$ cat src/rtl/flush_sequencer.sv
// Control-hazard flush sequencer: turns a jump/branch flush request into a one-cycle
// PC redirect plus a train of pipeline-register clears, waiting out a busy instruction memory.
module flush_sequencer #(
    parameter int SQUASH_DEPTH = 2,
    parameter int CNT_W        = 16
) (
    input  logic             clk,
    input  logic             reset,
    input  logic             flush,
    input  logic [31:0]      target_pc,
    input  logic             imem_busy,
    input  logic             stall,
    output logic             pc_sel,
    output logic [31:0]      pc_redirect,
    output logic             ifid_clr,
    output logic             idex_clr,
    output logic             pc_hold,
    output logic             busy,
    output logic [CNT_W-1:0] flush_cnt,
    output logic [1:0]       dbg_state
);

    typedef enum logic [1:0] {
        IDLE     = 2'd0,
        WAIT_MEM = 2'd1,
        SQUASH   = 2'd2
    } state_t;

    localparam logic [2:0]       SQ_LOAD = 3'(SQUASH_DEPTH - 1);
    localparam logic [CNT_W-1:0] CNT_ONE = {{(CNT_W-1){1'b0}}, 1'b1};

    state_t      state;
    logic [2:0]  sq_cnt;
    logic [31:0] target_q;

    assign dbg_state = state;

    // Handshake: flush is a request with no ready back; it is accepted only when the
    // sequencer is IDLE and silently dropped otherwise (the requester is younger and squashed).
    always_ff @(posedge clk or posedge reset) begin
        if (reset) begin
            state       <= IDLE;
            sq_cnt      <= 3'd0;
            target_q    <= 32'h0;
            pc_sel      <= 1'b0;
            pc_redirect <= 32'h0;
            ifid_clr    <= 1'b0;
            idex_clr    <= 1'b0;
            pc_hold     <= 1'b0;
            busy        <= 1'b0;
            flush_cnt   <= '0;
        end else begin
            pc_sel <= 1'b0;
            case (state)
                IDLE: begin
                    if (flush) begin
                        target_q <= target_pc;
                        if (flush_cnt != '1) flush_cnt <= flush_cnt + CNT_ONE;
                        ifid_clr <= 1'b1;
                        idex_clr <= 1'b1;
                        busy     <= 1'b1;
                        if (!imem_busy) begin
                            state       <= SQUASH;
                            pc_sel      <= 1'b1;
                            pc_redirect <= target_pc;
                            pc_hold     <= 1'b0;
                            sq_cnt      <= SQ_LOAD;
                        end else begin
                            state   <= WAIT_MEM;
                            pc_hold <= 1'b1;
                        end
                    end else begin
                        // load-use bubble: hold fetch, kill only the ID/EX slot
                        ifid_clr <= 1'b0;
                        idex_clr <= stall;
                        pc_hold  <= stall;
                        busy     <= 1'b0;
                    end
                end
                WAIT_MEM: begin
                    if (!imem_busy) begin
                        state       <= SQUASH;
                        pc_sel      <= 1'b1;
                        pc_redirect <= target_q;
                        pc_hold     <= 1'b0;
                        sq_cnt      <= SQ_LOAD;
                    end
                end
                SQUASH: begin
                    // sq_cnt counts the clear cycles left after the current one
                    if (sq_cnt != 3'd0) begin
                        sq_cnt <= sq_cnt - 3'd1;
                    end else begin
                        state    <= IDLE;
                        ifid_clr <= 1'b0;
                        idex_clr <= 1'b0;
                        busy     <= 1'b0;
                    end
                end
                default: begin
                    state    <= IDLE;
                    ifid_clr <= 1'b0;
                    idex_clr <= 1'b0;
                    pc_hold  <= 1'b0;
                    busy     <= 1'b0;
                end
            endcase
        end
    end

endmodule

$ cat config.mk
export PLATFORM = sky130hd
export DESIGN_NAME = flush_sequencer
export DESIGN_NICKNAME = d
export VERILOG_FILES = /design/src/rtl/flush_sequencer.sv
export SDC_FILE = /design/constraint.sdc
export NUM_CORES = 1
export LEC_CHECK = 0
export ABC_AREA = 1
export CORE_UTILIZATION = 54
export DETAILED_ROUTE_END_ITERATION = 10
export PLACE_DENSITY = 0.85
export SLEW_MARGIN = 20
export SYNTH_ARGS = -nofsm -noshare
export SYNTH_HDL_FRONTEND = slang
export SYNTH_SLANG_ARGS = --single-unit
$ cat constraint.sdc
create_clock -name clk -period 4.1 [get_ports clk]
set_clock_uncertainty 0.05 [all_clocks]
set_input_delay 0.615 -clock clk [delete_from_list [all_inputs] [get_ports clk]]
set_output_delay 0.615 -clock clk [all_outputs]
set_load 0.05 [all_outputs]
==> impl_metrics.tcl <==
set metrics [dict create \
    fillers 553 \
    drt_pre_antenna_iters 5 \
    syn_avg_cell_area_um2 8.064 \
    tightest_slew_ns 0.7538 \
    vias_per_cell 5.256 \
    synth_fp_nets 539 \
    layout-drive-gt1-share 0.05942 \
    maxCapViolations 0 \
    outcome "finished, final reports clean" \
    ys_warn_count 0 \
    path_class "primary input to register" \
    syn_area_um2 4024 \
    sw_frac_of_total 0.4532 \
    wirelength_um 9541 \
    synth_mux_area_frac 0 \
    ant_nets 0 \
    maxSlewViolCount 0 \
    cts-root-buf "clkbuf_8" \
    max_freq_mhz 415.8 \
    io_buffers 91 \
    cts_tree "built" \
    wire_per_inst_um 13.87 \
    fin_cells 688 \
    p_int_mw 2.172 \
    synth_compound_area_frac 0.1001 \
    die_area_um2 7800 \
    cp_num_buf_inv 3 \
    clkPwrFrac 0.163 \
    chipWidth_um 88.32 \
    synth-simple-area-share 0.2764 \
    cts_made_buffers 9 \
    async_flop_share 1.000 \
    grt_pass1_wl_um 15520 \
    syn_to_final_growth_pct 29.48 \
    cp_data_arrival_time_ns 2.62 \
    vias 3616 \
    synth-seq-cells 89 \
    seqPwrFrac 0.372 \
    core-area_um2 7214 \
    cts.sinks 89 \
    clk_latency_ns 0.34 \
    busiest_layer "met2" \
    grt.total_usage 0.2578 \
    htreeDepth 3 \
    grt_max_degree 64 \
    cp_data_required_time_ns 4.31 \
    synth_flop_cell "dfrtp_1" \
    power_density_nw_per_um2 762.4 \
    synth_area_leaders "dfrtp_1 (55%), nand2_1 (19%), o21ai_0 (5.5%)" \
    period_share 0.5866 \
    gp_congestion 0.8479 \
    nets 624 \
    cp_slowest_cell "inv_2" \
    ir_worst_vdd_mv 0.3978 \
    netlist.area_leader.share 0.5535 \
    postCtsSetupBuffers 0 \
    rsz0062_at_grt "no" \
    die_h_um 88.32 \
    path_delay_family "buffers and inverters" \
    critPathCaptureType "register" \
    synth_top_area_cell "dfrtp_1" \
    n_antenna_cell 0 \
    drt_iter0_drc 252 \
    yosys.area_share.xor_xnor 0.01524 \
    start_util 0.5578 \
    cts-resized-gates 0 \
    hold_viol_final 0 \
    grt.overflow.total 0 \
    hold_buffers 0 \
    global_route.usage.met2 0.4420 \
    dp.cells 672 \
    finalSetupTns_ns 0 \
    antenna_found_initial 0 \
    use_met3 0.03638 \
    setup_violations 0 \
    synth_fa_ha_area_frac 0.009328 \
    synth_top_family_by_area "simple AND/OR/NAND/NOR gates" \
    slew_headroom 0.4975 \
    syn_inst 499 \
    path_max_fanout 34 \
    path_clk_slew_ns 0.08 \
    worstSetupStartpointType "primary input" \
    yosysUniqueCellTypes 25 \
    grt_pass1_vias 3381 \
    synth_edf_count 0 \
    holdCritPathClass "register to register" \
    synth_seq_area_share 0.5535 \
    cts_buffer_depth 2 \
    cpPeakStageDelay_ns 0.57 \
    worstPathCellList "clkdlybuf4s50_1 -> inv_1 -> nand2_1 -> nand2_2 -> inv_2 -> o21ai_0 -> o21ai_1" \
    placementRows 31 \
    dp_hpwl_um 6395 \
    netSwitchingPower_mw 1.800 \
    pwr-share-comb 0.465 \
    met1_usage 0.3456 \
    pin_count 92 \
    power.leakage_nw 2.428 \
    fin_crit_ns 2.405 \
    post-route-drc-count 0 \
]
-- logic make-up after synthesis --
| group | after synthesis |
|---|---|
| flip-flops | 89 |
| AO/OA/AOI/OAI | 78 |
| buffers and inverters | 42 |
| AND/OR/NAND/NOR | 280 |
| XOR/XNOR | 7 |
| adder cells (fa/ha/maj) | 3 |
-- power groups by stage --
stage                     combinational (mW)  clock [mW]  sequential, mW
after detailed placement                1.85           0            1.49
after floorplan                        0.599           0            2.12
after CTS                               1.86       0.658            1.47
after global routing                    2.00       0.690            1.52
after global placement                  1.80           0            1.47
final                                   1.85       0.648            1.48
-- final cells by class --
type / instances / area (um2) / area share
inverter: 21 / 82.58 / 0.01585
clock buffer: 10 / 127.6 / 0.02450
tap: 99 / 123.9 / 0.02378
timing repair buffer: 95 / 940.9 / 0.1806
clock inverter: 6 / 91.34 / 0.01753
sequential: 89 / 2227 / 0.4275
multi-input combinational: 368 / 1617 / 0.3103
-- path summary, 6_finish.rpt --
check | end | slack [ns] | cells past startpoint | from
max reg2reg | pc_redirect[24] | 1.95 | 5 | dbg_state[1]
min in group asynchronous | flush_cnt[4] | 0.71 | 2 | reset
min | target_q[20] | 0.43 | 2 | target_q[20]
max | pc_redirect[24] | 1.70 | 7 | flush
max in group asynchronous | pc_redirect[5] | 2.59 | 3 | reset
min reg2reg | target_q[20] | 0.43 | 2 | target_q[20]
-- per-layer routing --
metal	vias up	share of wire
met5	-	0
met4	0	0.012
met3	13	0.059
met2	113	0.50
met1	1745	0.43
li1	1745	-
-- flip-flops by register name, summed over array words and instances (netlist names) --
| register | cells |
|---|---|
| idex_clr | 1 |
| target_q | 32 |
| pc_sel | 1 |
| pc_hold | 1 |
| pc_redirect | 32 |
| busy | 1 |
| flush_cnt | 16 |
| dbg_state | 2 |
| sq_cnt | 3 |
-- placed cells by master, fill, tap and decap left out, types with 2 or more instances in the layout --
master and n:
nand4_1 6, nor2_1 51, dfrtp_1 89, inv_1 14
ha_1 3, xnor2_1 7, bufinv_16 2, clkbuf_8 9
inv_2 5, clkdlybuf4s50_1 91, nand2_1 208, nand3_1 6
clkinvlp_4 3, o21ai_1 31, o21ai_0 44, nand2_2 3
nor2_2 2, buf_4 4
-- through the flow --
| stage | power (mW) | setup WS (ns) | utilization | cell area, um2 | hold WS [ns] |
|---|---|---|---|---|---|
| 2_1_floorplan | 2.717 | 1.128 | - | 4024 | 0.3926 |
| 3_3_place_gp | 3.276 | 1.462 | 0.6916 | 4990 | 0.4034 |
| 3_5_place_dp | 3.342 | 1.375 | 0.6916 | 4990 | 0.4088 |
| 4_1_cts | 3.991 | 1.746 | 0.7220 | 5209 | 0.4311 |
| 5_1_grt | 4.203 | 1.536 | 0.7222 | 5210 | 0.4466 |
| 6_report | 3.972 | 1.695 | 0.7222 | 5210 | 0.4286 |
-- worst register-to-register path: cells and delay by family (launching register included) --
kind / cells / cell delay [ns]
buf+inv: 1 / 0.59
simple gates: 2 / 0.57
flops: 1 / 0.46
compound gates: 2 / 0.39
-- synth_stat cells, types with 4 or more instances --
library cell	n
clkbuf_1	14
o21ai_0	44
xnor2_1	7
nand4_1	6
nand2_1	208
dfrtp_1	89
buf_2	4
nor2_1	52
nand3_1	6
o21ai_1	31
inv_1	15
inv_2	5
Power figures use the tool's default switching activity.
